`config.mk`:
```
export PLATFORM = sky130hd
export DESIGN_NAME = dpram_fifo_ctrl
export DESIGN_NICKNAME = d
export VERILOG_FILES = /design/src/rtl/dpram_fifo_pkg.sv /design/src/rtl/dpram_fifo_ctrl_out_buf.sv /design/src/rtl/dpram_fifo_ctrl.sv
export SDC_FILE = /design/constraint.sdc
export NUM_CORES = 1
export LEC_CHECK = 0
export BUFFER_PORTS_ARGS = -buffer_cell sky130_fd_sc_hd__buf_4
export CAP_MARGIN = 20
export CORE_MARGIN = 2
export CORE_UTILIZATION = 30
export DETAILED_ROUTE_END_ITERATION = 8
export HOLD_SLACK_MARGIN = 0.05
export SLEW_MARGIN = 20
export SYNTH_ARGS = -nofsm -noshare
export SYNTH_HDL_FRONTEND = slang
export SYNTH_SLANG_ARGS = --single-unit
```
`constraint.sdc`:
```
create_clock -name clk -period 4.75 [get_ports clk]
set_input_delay 0.475 -clock clk [delete_from_list [all_inputs] [get_ports clk]]
set_output_delay 0.475 -clock clk [all_outputs]
set_load 0.01 [all_outputs]
```
`src/rtl/dpram_fifo_pkg.sv`:
```
// Shared defaults and types for the dual-port-RAM FIFO controller.
// Build option: DPFIFO_LEVEL_EN adds the registered level / almost_full outputs.
package dpram_fifo_pkg;

  localparam int DATA_W_DEF = 9;
  localparam int ADDR_W_DEF = 9;
  localparam int DEPTH_DEF  = 1 << ADDR_W_DEF;

  typedef logic [DATA_W_DEF-1:0] data_t;
  typedef logic [ADDR_W_DEF-1:0] addr_t;
  typedef logic [ADDR_W_DEF:0]   cnt_t;

  // True when one more RAM read may be launched without overrunning the
  // 2-entry output buffer: words already buffered plus the one in flight,
  // minus the one leaving this cycle, must stay below 2.
  function automatic logic issue_room(input logic [1:0] ob_cnt,
                                      input logic       inflight,
                                      input logic       pop);
    logic [2:0] pend;
    pend = {1'b0, ob_cnt} + {2'b00, inflight} - {2'b00, pop};
    return (pend < 3'd2);
  endfunction

endpackage

```
`src/rtl/dpram_fifo_ctrl_out_buf.sv`:
```
// 2-entry output buffer that holds words prefetched from the RAM read port.
// Entry e0 is always the head; e1 is the second-oldest word.
module dpfifo_out_buf
  import dpram_fifo_pkg::*;
#(
  parameter int DATA_W = DATA_W_DEF
) (
  input  logic              clk,
  input  logic              clr,
  input  logic              capture,
  input  logic [DATA_W-1:0] cap_data,
  output logic              rd_valid,
  input  logic              rd_ready,
  output logic [DATA_W-1:0] rd_data,
  output logic [1:0]        ob_cnt
);

  logic [DATA_W-1:0] e0;
  logic [DATA_W-1:0] e1;
  logic              pop;

  assign rd_valid = (ob_cnt != 2'd0);
  assign rd_data  = e0;
  assign pop      = rd_valid && rd_ready;

  // Shift/append the two entries; capture never arrives when both are full
  // without a simultaneous pop because the issuer reserves room in advance.
  always_ff @(posedge clk) begin
    if (clr) begin
      ob_cnt <= 2'd0;
      e0     <= '0;
      e1     <= '0;
    end else begin
      case ({capture, pop})
        2'b10: begin
          if (ob_cnt == 2'd0) e0 <= cap_data;
          else                e1 <= cap_data;
          ob_cnt <= ob_cnt + 2'd1;
        end
        2'b01: begin
          e0     <= e1;
          ob_cnt <= ob_cnt - 2'd1;
        end
        2'b11: begin
          if (ob_cnt == 2'd1) begin
            e0 <= cap_data;
          end else begin
            e0 <= e1;
            e1 <= cap_data;
          end
        end
        default: ;
      endcase
    end
  end

endmodule

```
`src/rtl/dpram_fifo_ctrl.sv`:
```
// Synchronous FIFO controller wrapped around an external dual_port_ram.
// Port A is the write side, port B the read side; read data is prefetched
// into a 2-entry output buffer so the consumer sees 1 word/cycle.
// Build option: DPFIFO_LEVEL_EN adds registered level and almost_full ports.
//
// Handshakes: a transfer happens on a rising edge where valid && ready are
// both high; valid must not wait for ready, and ready never depends on the
// same side's valid (wr_ready and rd_valid come from registered state only).
module dpram_fifo_ctrl
  import dpram_fifo_pkg::*;
#(
  parameter int DATA_W = DATA_W_DEF,
  parameter int ADDR_W = ADDR_W_DEF
`ifdef DPFIFO_LEVEL_EN
  ,
  parameter int AF_THRESH = 6
`endif
) (
  input  logic              clk,
  input  logic              rst,
  input  logic              flush,
  input  logic              wr_valid,
  output logic              wr_ready,
  input  logic [DATA_W-1:0] wr_data,
  output logic              rd_valid,
  input  logic              rd_ready,
  output logic [DATA_W-1:0] rd_data,
  output logic              ram_ce,
  output logic              ram_we_a,
  output logic [ADDR_W-1:0] ram_adr_a,
  output logic [DATA_W-1:0] ram_din_a,
  output logic              ram_we_b,
  output logic [ADDR_W-1:0] ram_adr_b,
  input  logic [DATA_W-1:0] ram_dout_b
`ifdef DPFIFO_LEVEL_EN
  ,
  output logic [ADDR_W+1:0] level,
  output logic              almost_full
`endif
);

  localparam int DEPTH = 1 << ADDR_W;
  localparam logic [ADDR_W:0] FULL_CNT = (ADDR_W+1)'(DEPTH);

  logic [ADDR_W-1:0] wptr;
  logic [ADDR_W-1:0] rptr;
  logic [ADDR_W:0]   ram_cnt;
  logic [ADDR_W:0]   ram_cnt_next;
  logic              inflight;
  logic [1:0]        ob_cnt;
  logic              clr;
  logic              push;
  logic              pop;
  logic              issue;

  assign clr = rst | flush;

  // Space is judged on RAM occupancy only; buffered words live outside it.
  assign wr_ready = !rst && (ram_cnt != FULL_CNT);
  // A push offered during flush is dropped, so it must not touch the RAM.
  assign push     = wr_valid && wr_ready && !flush;
  assign pop      = rd_valid && rd_ready;
  assign issue    = !clr && (ram_cnt != '0) && issue_room(ob_cnt, inflight, pop);

  // RAM port drive: write side is combinational on the push, read address
  // simply follows rptr every cycle.
  assign ram_ce    = 1'b1;
  assign ram_we_a  = push;
  assign ram_adr_a = wptr;
  assign ram_din_a = wr_data;
  assign ram_we_b  = 1'b0;
  assign ram_adr_b = rptr;

  // Next RAM occupancy: a push and an issue in the same cycle cancel out.
  always_comb begin
    ram_cnt_next = ram_cnt;
    case ({push, issue})
      2'b10:   ram_cnt_next = ram_cnt + (ADDR_W+1)'(1);
      2'b01:   ram_cnt_next = ram_cnt - (ADDR_W+1)'(1);
      default: ram_cnt_next = ram_cnt;
    endcase
  end

  // Pointers, occupancy and the one-cycle read-in-flight marker.
  always_ff @(posedge clk) begin
    if (clr) begin
      wptr     <= '0;
      rptr     <= '0;
      ram_cnt  <= '0;
      inflight <= 1'b0;
    end else begin
      if (push)  wptr <= wptr + ADDR_W'(1);
      if (issue) rptr <= rptr + ADDR_W'(1);
      ram_cnt  <= ram_cnt_next;
      inflight <= issue;
    end
  end

  // The word read one cycle earlier is captured while inflight is high;
  // clearing inflight on rst/flush discards a pending read.
  dpfifo_out_buf #(
    .DATA_W (DATA_W)
  ) u_out_buf (
    .clk      (clk),
    .clr      (clr),
    .capture  (inflight),
    .cap_data (ram_dout_b),
    .rd_valid (rd_valid),
    .rd_ready (rd_ready),
    .rd_data  (rd_data),
    .ob_cnt   (ob_cnt)
  );

`ifdef DPFIFO_LEVEL_EN
  logic [ADDR_W+1:0] ob_next;
  logic [ADDR_W+1:0] level_next;

  // Level is built from next-state values so the register matches the
  // words currently held (RAM + in flight + buffered).
  always_comb begin
    ob_next    = (ADDR_W+2)'(ob_cnt) + (ADDR_W+2)'(inflight) - (ADDR_W+2)'(pop);
    level_next = '0;
    if (!clr) begin
      level_next = (ADDR_W+2)'(ram_cnt_next) + (ADDR_W+2)'(issue) + ob_next;
    end
  end

  // Registered level and threshold flag.
  always_ff @(posedge clk) begin
    if (clr) begin
      level       <= '0;
      almost_full <= 1'b0;
    end else begin
      level       <= level_next;
      almost_full <= (level_next >= (ADDR_W+2)'(AF_THRESH));
    end
  end
`endif

endmodule
```
Word level (Yosys, flattened, before mapping)
Cells that the tools add are included.
Cells by class
  add/subtract/negate cells: 8
  reduce and logical (&&, ||, !) cells: 18
  mux-type cells: 8
  bitwise gates (word level): 1
  order comparisons: 1
  eq/ne operators: 10
Operator list (number)
  $mux 9: 4
  $pmux 9 s3: 1
  $pmux 10 s2: 1
  $add 9x1->9 const B: 2
  $pmux 9 s2: 1
  $add 10x1->10 const B: 1
  $ne 10x10->1 const B: 1
  $reduce_bool 10->1: 1
  $sub 10x1->10 const B: 1
  $reduce_bool 2->1: 4
  $eq 2x1->1 const B: 3
  $eq 2x2->1 const B: 3
  $logic_and 1x1->1: 6
  $ne 2x2->1 const B: 2
  $pmux 2 s2: 1
  $add 2x1->3: 1
  $logic_not 1->1: 3
  $lt 3x2->1 const B: 1
  $reduce_and 3->1: 1
  $reduce_bool 3->1: 1
  $sub 3x1->3: 1
  $add 2x1->2 const B: 1
  $logic_not 2->1: 1
  $ne 2x1->1 const B: 1
  other kinds (3): 3
Word-level totals
  logic and storage cells: 53
  input bits: 23
  output and inout port bits: 41
  bits in registers: 49

Logic depth before layout (Yosys ltp)
  depth in word-level cells: 7
  depth in mapped cells: 20
  gate-level depth less buffers: 18

Modules after synthesis
A second synthesis with hierarchy kept.
Unflattened totals
  cell total of the unflattened synthesis: 304
  area total of the unflattened synthesis: 2725.1 µm²
By module, submodules not included
  dpram_fifo_ctrl: area each 1760.4 µm², times used 1, seq. area each 580.6 µm², cells an instance 207
  dpfifo_out_buf: area each 964.7 µm², times used 1, seq. area each 400.4 µm², cells an instance 97

Worst setup path before layout
No wires, ideal clock.
  path kind: register to register
  from: register u_out_buf.ob_cnt[1]
  to: register ram_cnt[8]
  stages on the path, launching flop included: 20
  data arrival time: 3.940 ns
  path slack: 0.731 ns
  period minus slack after synthesis: 4.019 ns
  path buffers: 2
  library setup time: 0.079 ns
  data required time: 4.671 ns
  cells stage by stage: dfxtp_1 -> inv_1 -> ha_1 -> inv_1 -> nand2_1 -> nor2_1 -> o21ai_0 -> fa_1 -> xnor2_1 -> and3_1 -> buf_2 -> and2_1 -> buf_6 -> ha_1 -> fa_1 -> a21o_1 -> a21oi_1 -> o21ai_0 -> a311o_1 -> o211ai_1
Between the ends
  cells in the longest elaborated chain, start to end: 7
  elaborated cells on any way between the ends: 10
  classes of those cells: add/sub: 2; order compare: 1; eq/ne: 2; mux: 1; reduce/logical: 4
RTL lines
  start, declared: RTL line dpram_fifo_ctrl_out_buf.sv:15  | output logic [1:0] ob_cnt
  start signal, assigned: RTL line dpram_fifo_ctrl_out_buf.sv:38  | ob_cnt <= ob_cnt + 2'd1;
  start signal, assigned: RTL line dpram_fifo_ctrl_out_buf.sv:42  | ob_cnt <= ob_cnt - 2'd1;
  $reduce_bool 2->1 (*): RTL line dpram_fifo_ctrl_out_buf.sv:22  | assign rd_valid = (ob_cnt != 2'd0);
  net rd_valid: RTL line dpram_fifo_ctrl.sv:25  | output logic rd_valid,
  $logic_and 1x1->1 (*): RTL line dpram_fifo_ctrl.sv:62  | assign pop = rd_valid && rd_ready;
  $sub 3x1->3 (*): RTL line dpram_fifo_pkg.sv:20  | pend = {1'b0, ob_cnt} + {2'b00, inflight} - {2'b00, pop};
  $lt 3x2->1 (*): RTL line dpram_fifo_pkg.sv:21  | return (pend < 3'd2);
  $logic_and 1x1->1 (*): RTL line dpram_fifo_ctrl.sv:63  | assign issue = !clr && (ram_cnt != '0) && issue_room(ob_cnt, inflight, pop);
  net issue: RTL line dpram_fifo_ctrl.sv:54  | logic issue;
  $eq 2x1->1 or $eq 2x2->1 (tied branches): RTL line dpram_fifo_ctrl.sv:77  | case ({push, issue})
  $pmux 10 s2 or $reduce_bool 2->1 (tied branches)
  end signal, assigned: RTL line dpram_fifo_ctrl.sv:94  | ram_cnt <= ram_cnt_next;
  end, declared: RTL line dpram_fifo_ctrl.sv:47  | logic [ADDR_W:0] ram_cnt;
The timed path passes the listed nets; every way through them passes the cells marked *.
A chain may end at the register's enable or synchronous reset.

Worst setup path in the final report
  from: register u_out_buf.ob_cnt[1]
  to: register ram_cnt[9]
Between the ends
  cells in the longest elaborated chain, start to end: 7
  elaborated cells on any way between the ends: 10
  classes of those cells: add/sub: 2; order compare: 1; eq/ne: 2; mux: 1; reduce/logical: 4
RTL lines (RTL line)
  branches (longest 2 deep; another with $add 2x1->3)
  $sub 3x1->3 (*): dpram_fifo_pkg.sv:20
  $lt 3x2->1 (*): dpram_fifo_pkg.sv:21
  $logic_and 1x1->1 (*): dpram_fifo_ctrl.sv:63
  $eq 2x1->1 or $eq 2x2->1 (tied branches): dpram_fifo_ctrl.sv:77
  $pmux 10 s2 or $reduce_bool 2->1 (tied branches)
Every way passes the cells marked *.

==> impl_metrics.tcl <==
set metrics [dict create \
    status "finished clean" \
    die_w_um 98.5 \
    critPathMaxFanout 11 \
    post-cts-setup-buffers 0 \
    io_buffers 43 \
    grt_overflow 0 \
    fin_util_pct 36.0 \
    ctsHoldBuffers 0 \
    drt_iter0_markers 90 \
    arrival_ns 4.51 \
    ys_warn_count 0 \
    final_cell_area_um2 3120 \
    drc_errors 0 \
    cp-start-kind "flop" \
    async_flop_share_pct 0 \
    cts_root_buf "clkbuf_8" \
    dr.pass1.iters 4 \
    pre_cts_slack_ns 0.427 \
    grt_pass1_vias 2111 \
    antenna_found_initial 0 \
    clk_pin_slew_ns 0.10 \
    fin_skew_ns 0.00943 \
    drive_gt1_share_pct 19.3 \
    max-cap-violations 0 \
    cts_tree "built" \
    synth_top_area_cell "dfxtp_1" \
    synth_top_area_share_pct 36.6 \
    synth.distinct_cells 51 \
    power_per_cell_area_nw_per_um2 251 \
    min_period_ns 4.26 \
    totalWireLength_mm 5.81 \
    critPathKind "flop to flop" \
    seqPwrFrac_pct 53.1 \
    synth_xor_area_share_pct 6.86 \
    ys_seq_area_share_pct 36.6 \
    cts_buffer_depth 2 \
    syn_area_per_cell_um2 8.85 \
    finalHoldViolations 0 \
    internal_power_mw 0.598 \
    ios 64 \
    core-area_um2 8680 \
    fmax_ghz 0.235 \
    ant_nets 0 \
    power.leakage_nw 1.29 \
    place_hpwl_mm 4.18 \
    via_count 2172 \
    place.gp.congestion 0.798 \
    syn2layout_area_growth_pct 16.4 \
    synth-edff-count 0 \
    synth-adder-area-share_pct 8.50 \
    placementRows 34 \
    die_area_um2 9710 \
    critPathCaptureType "flop" \
    power_switching_mw 0.186 \
    p_clk_share_pct 38.8 \
    setup_viol 0 \
    synth-simple-area-share_pct 20.4 \
    numCtsBuffers 5 \
    grt_pass1_wl_mm 10.0 \
    final-max-slew-violation-count 0 \
    netlist_instances 303 \
    combPwrFrac_pct 8.0 \
    routedWlPerCell_um 13.2 \
    placed_area_um2 3000 \
    synth_compound_area_share_pct 14.3 \
    ys_ff_latch 49 \
    synth_top_family_by_area "simple AND/OR/NAND/NOR gates" \
    hold_class "primary input to flop" \
    grt_max_degree 45 \
    track_usage_pct 12.5 \
    htreeDepth 2 \
    syn_area_um2 2680 \
    yosys-top-cells-area "dfxtp_1 (37%), ha_1 (7.0%), nor2_1 (6.9%), mux2i_1 (6.0%), xor2_1 (5.2%)" \
    insertedDiodeCount 0 \
    clock_sinks 49 \
    syn_nets 343 \
    fin_setup_tns_ns 0 \
    swShare_pct 23.7 \
    worst_pin_slew_ns 0.875 \
    insertion_delay_ns 0.31 \
    rsz0062_at_grt "no" \
    fin_ws_ns 0.488 \
    synthTopCellsByCount "dfxtp_1 (49), nor2_1 (49), mux2i_1 (16), nand2_1 (16), xor2_1 (16)" \
    finalNetCount 370 \
    ir_drop_uv 121 \
    die_h_um 98.5 \
    start_util_pct 30.9 \
    synth_mux_area_share_pct 5.98 \
    maxSlewHeadroom_pct 41.6 \
    viasPerCell 4.95 \
    synthFlopType "dfxtp_1" \
    crit_required_ns 4.99 \
    fin_crit_sh_pct 89.7 \
]
## critical path, cell delays in order (launching register included)
cell and delay [ns]:
dfxtp_1 0.40, inv_1 0.10, ha_1 0.23, inv_1 0.12, nand2_1 0.13, nor2_1 0.19
o21ai_0 0.14, fa_1 0.39, xnor2_1 0.14, and3_1 0.31, and2_1 0.26, ha_2 0.36
ha_1 0.32, o21ai_0 0.30, nor4_1 0.10, a211oi_1 0.27, mux2i_1 0.25, mux2i_1 0.19
## area by class of cell
| class | instances | area (um^2) |
|---|---|---|
| Clock buffer | 6 | 72.6 |
| Clock inverter | 2 | 38.8 |
| Fill cell | 917 | 5560 |
| Inverter | 13 | 48.8 |
| Multi-Input combinational cell | 217 | 1510 |
| Sequential cell | 49 | 981 |
| Tap cell | 108 | 135 |
| Timing Repair Buffer | 44 | 330 |
## per-stage QoR
stage          hold WS (ns)  instances  power [mW]
2_1_floorplan         0.461        303       0.475
3_3_place_gp          0.474        431       0.488
3_5_place_dp          0.489        431       0.489
4_1_cts               0.413        439       0.794
5_1_grt               0.403        439       0.824
6_report              0.416        439       0.784
## path summary, 6_finish.rpt
check	startpoint	endpoint	slack, ns	depth (start not counted)
worst max-delay path	u_out_buf.ob_cnt[1]	ram_cnt[9]	0.49	17
worst min-delay path	ram_dout_b[5]	u_out_buf.e1[5]	0.42	3
worst min register to register	ram_cnt[2]	ram_cnt[2]	0.50	2
worst max register to register	u_out_buf.ob_cnt[1]	ram_cnt[9]	0.49	17
## power by group through the flow
stage | logic (mW) | registers [mW] | clock network, mW
after floorplan | 0.0481 | 0.427 | 0
after global placement | 0.0620 | 0.426 | 0
after detailed placement | 0.0629 | 0.426 | 0
after CTS | 0.0632 | 0.417 | 0.314
after global routing | 0.0707 | 0.417 | 0.336
final | 0.0630 | 0.417 | 0.304
## kinds of logic after synthesis
group / Yosys count
adders and majority gates: 17
xor gates and xnor gates: 21
and+or+nand+nor: 109
DFF: 49
buffers and inverters: 37
other: 2
AOI/OAI and AO/OA: 52
muxes: 16
## what timing repair did
action / in CTS / in global routing
endpoints found under the hold margin: 0 / 0
gates resized for setup: 0 / 1
endpoints found under the setup margin: 0 / 2
## routing by layer
metal  global-route usage [%]  up-vias  wire [um]
met1                     15.8     1023       2720
met4                     4.21        0         89
li1                         -     1106          -
met2                     21.3       37       2770
met3                     2.77        6        233
met5                        0        -          0
## state kept, by name, indices dropped and copies added (netlist names)
name / count
u_out_buf.rd_data: 9
ram_adr_b: 9
u_out_buf.ob_cnt: 2
ram_adr_a: 9
u_out_buf.e1: 9
ram_cnt: 10
inflight: 1
## cell usage in the layout (no fill, tap or decap), types with 3 or more instances in the layout
cell type and count:
a21oi_1 7, o21ai_0 5, buf_4 44, nand2_1 16
and2_1 3, dfxtp_1 49, nand4_1 8, and3_1 6
clkbuf_8 5, nor3_1 3, a22oi_1 9, inv_1 13
nand3_1 7, ha_1 14, xnor2_1 5, mux2i_1 16
nor2_1 49, xor2_1 16, or2_2 3, a211oi_1 12
(Power assumes the default switching activity.)
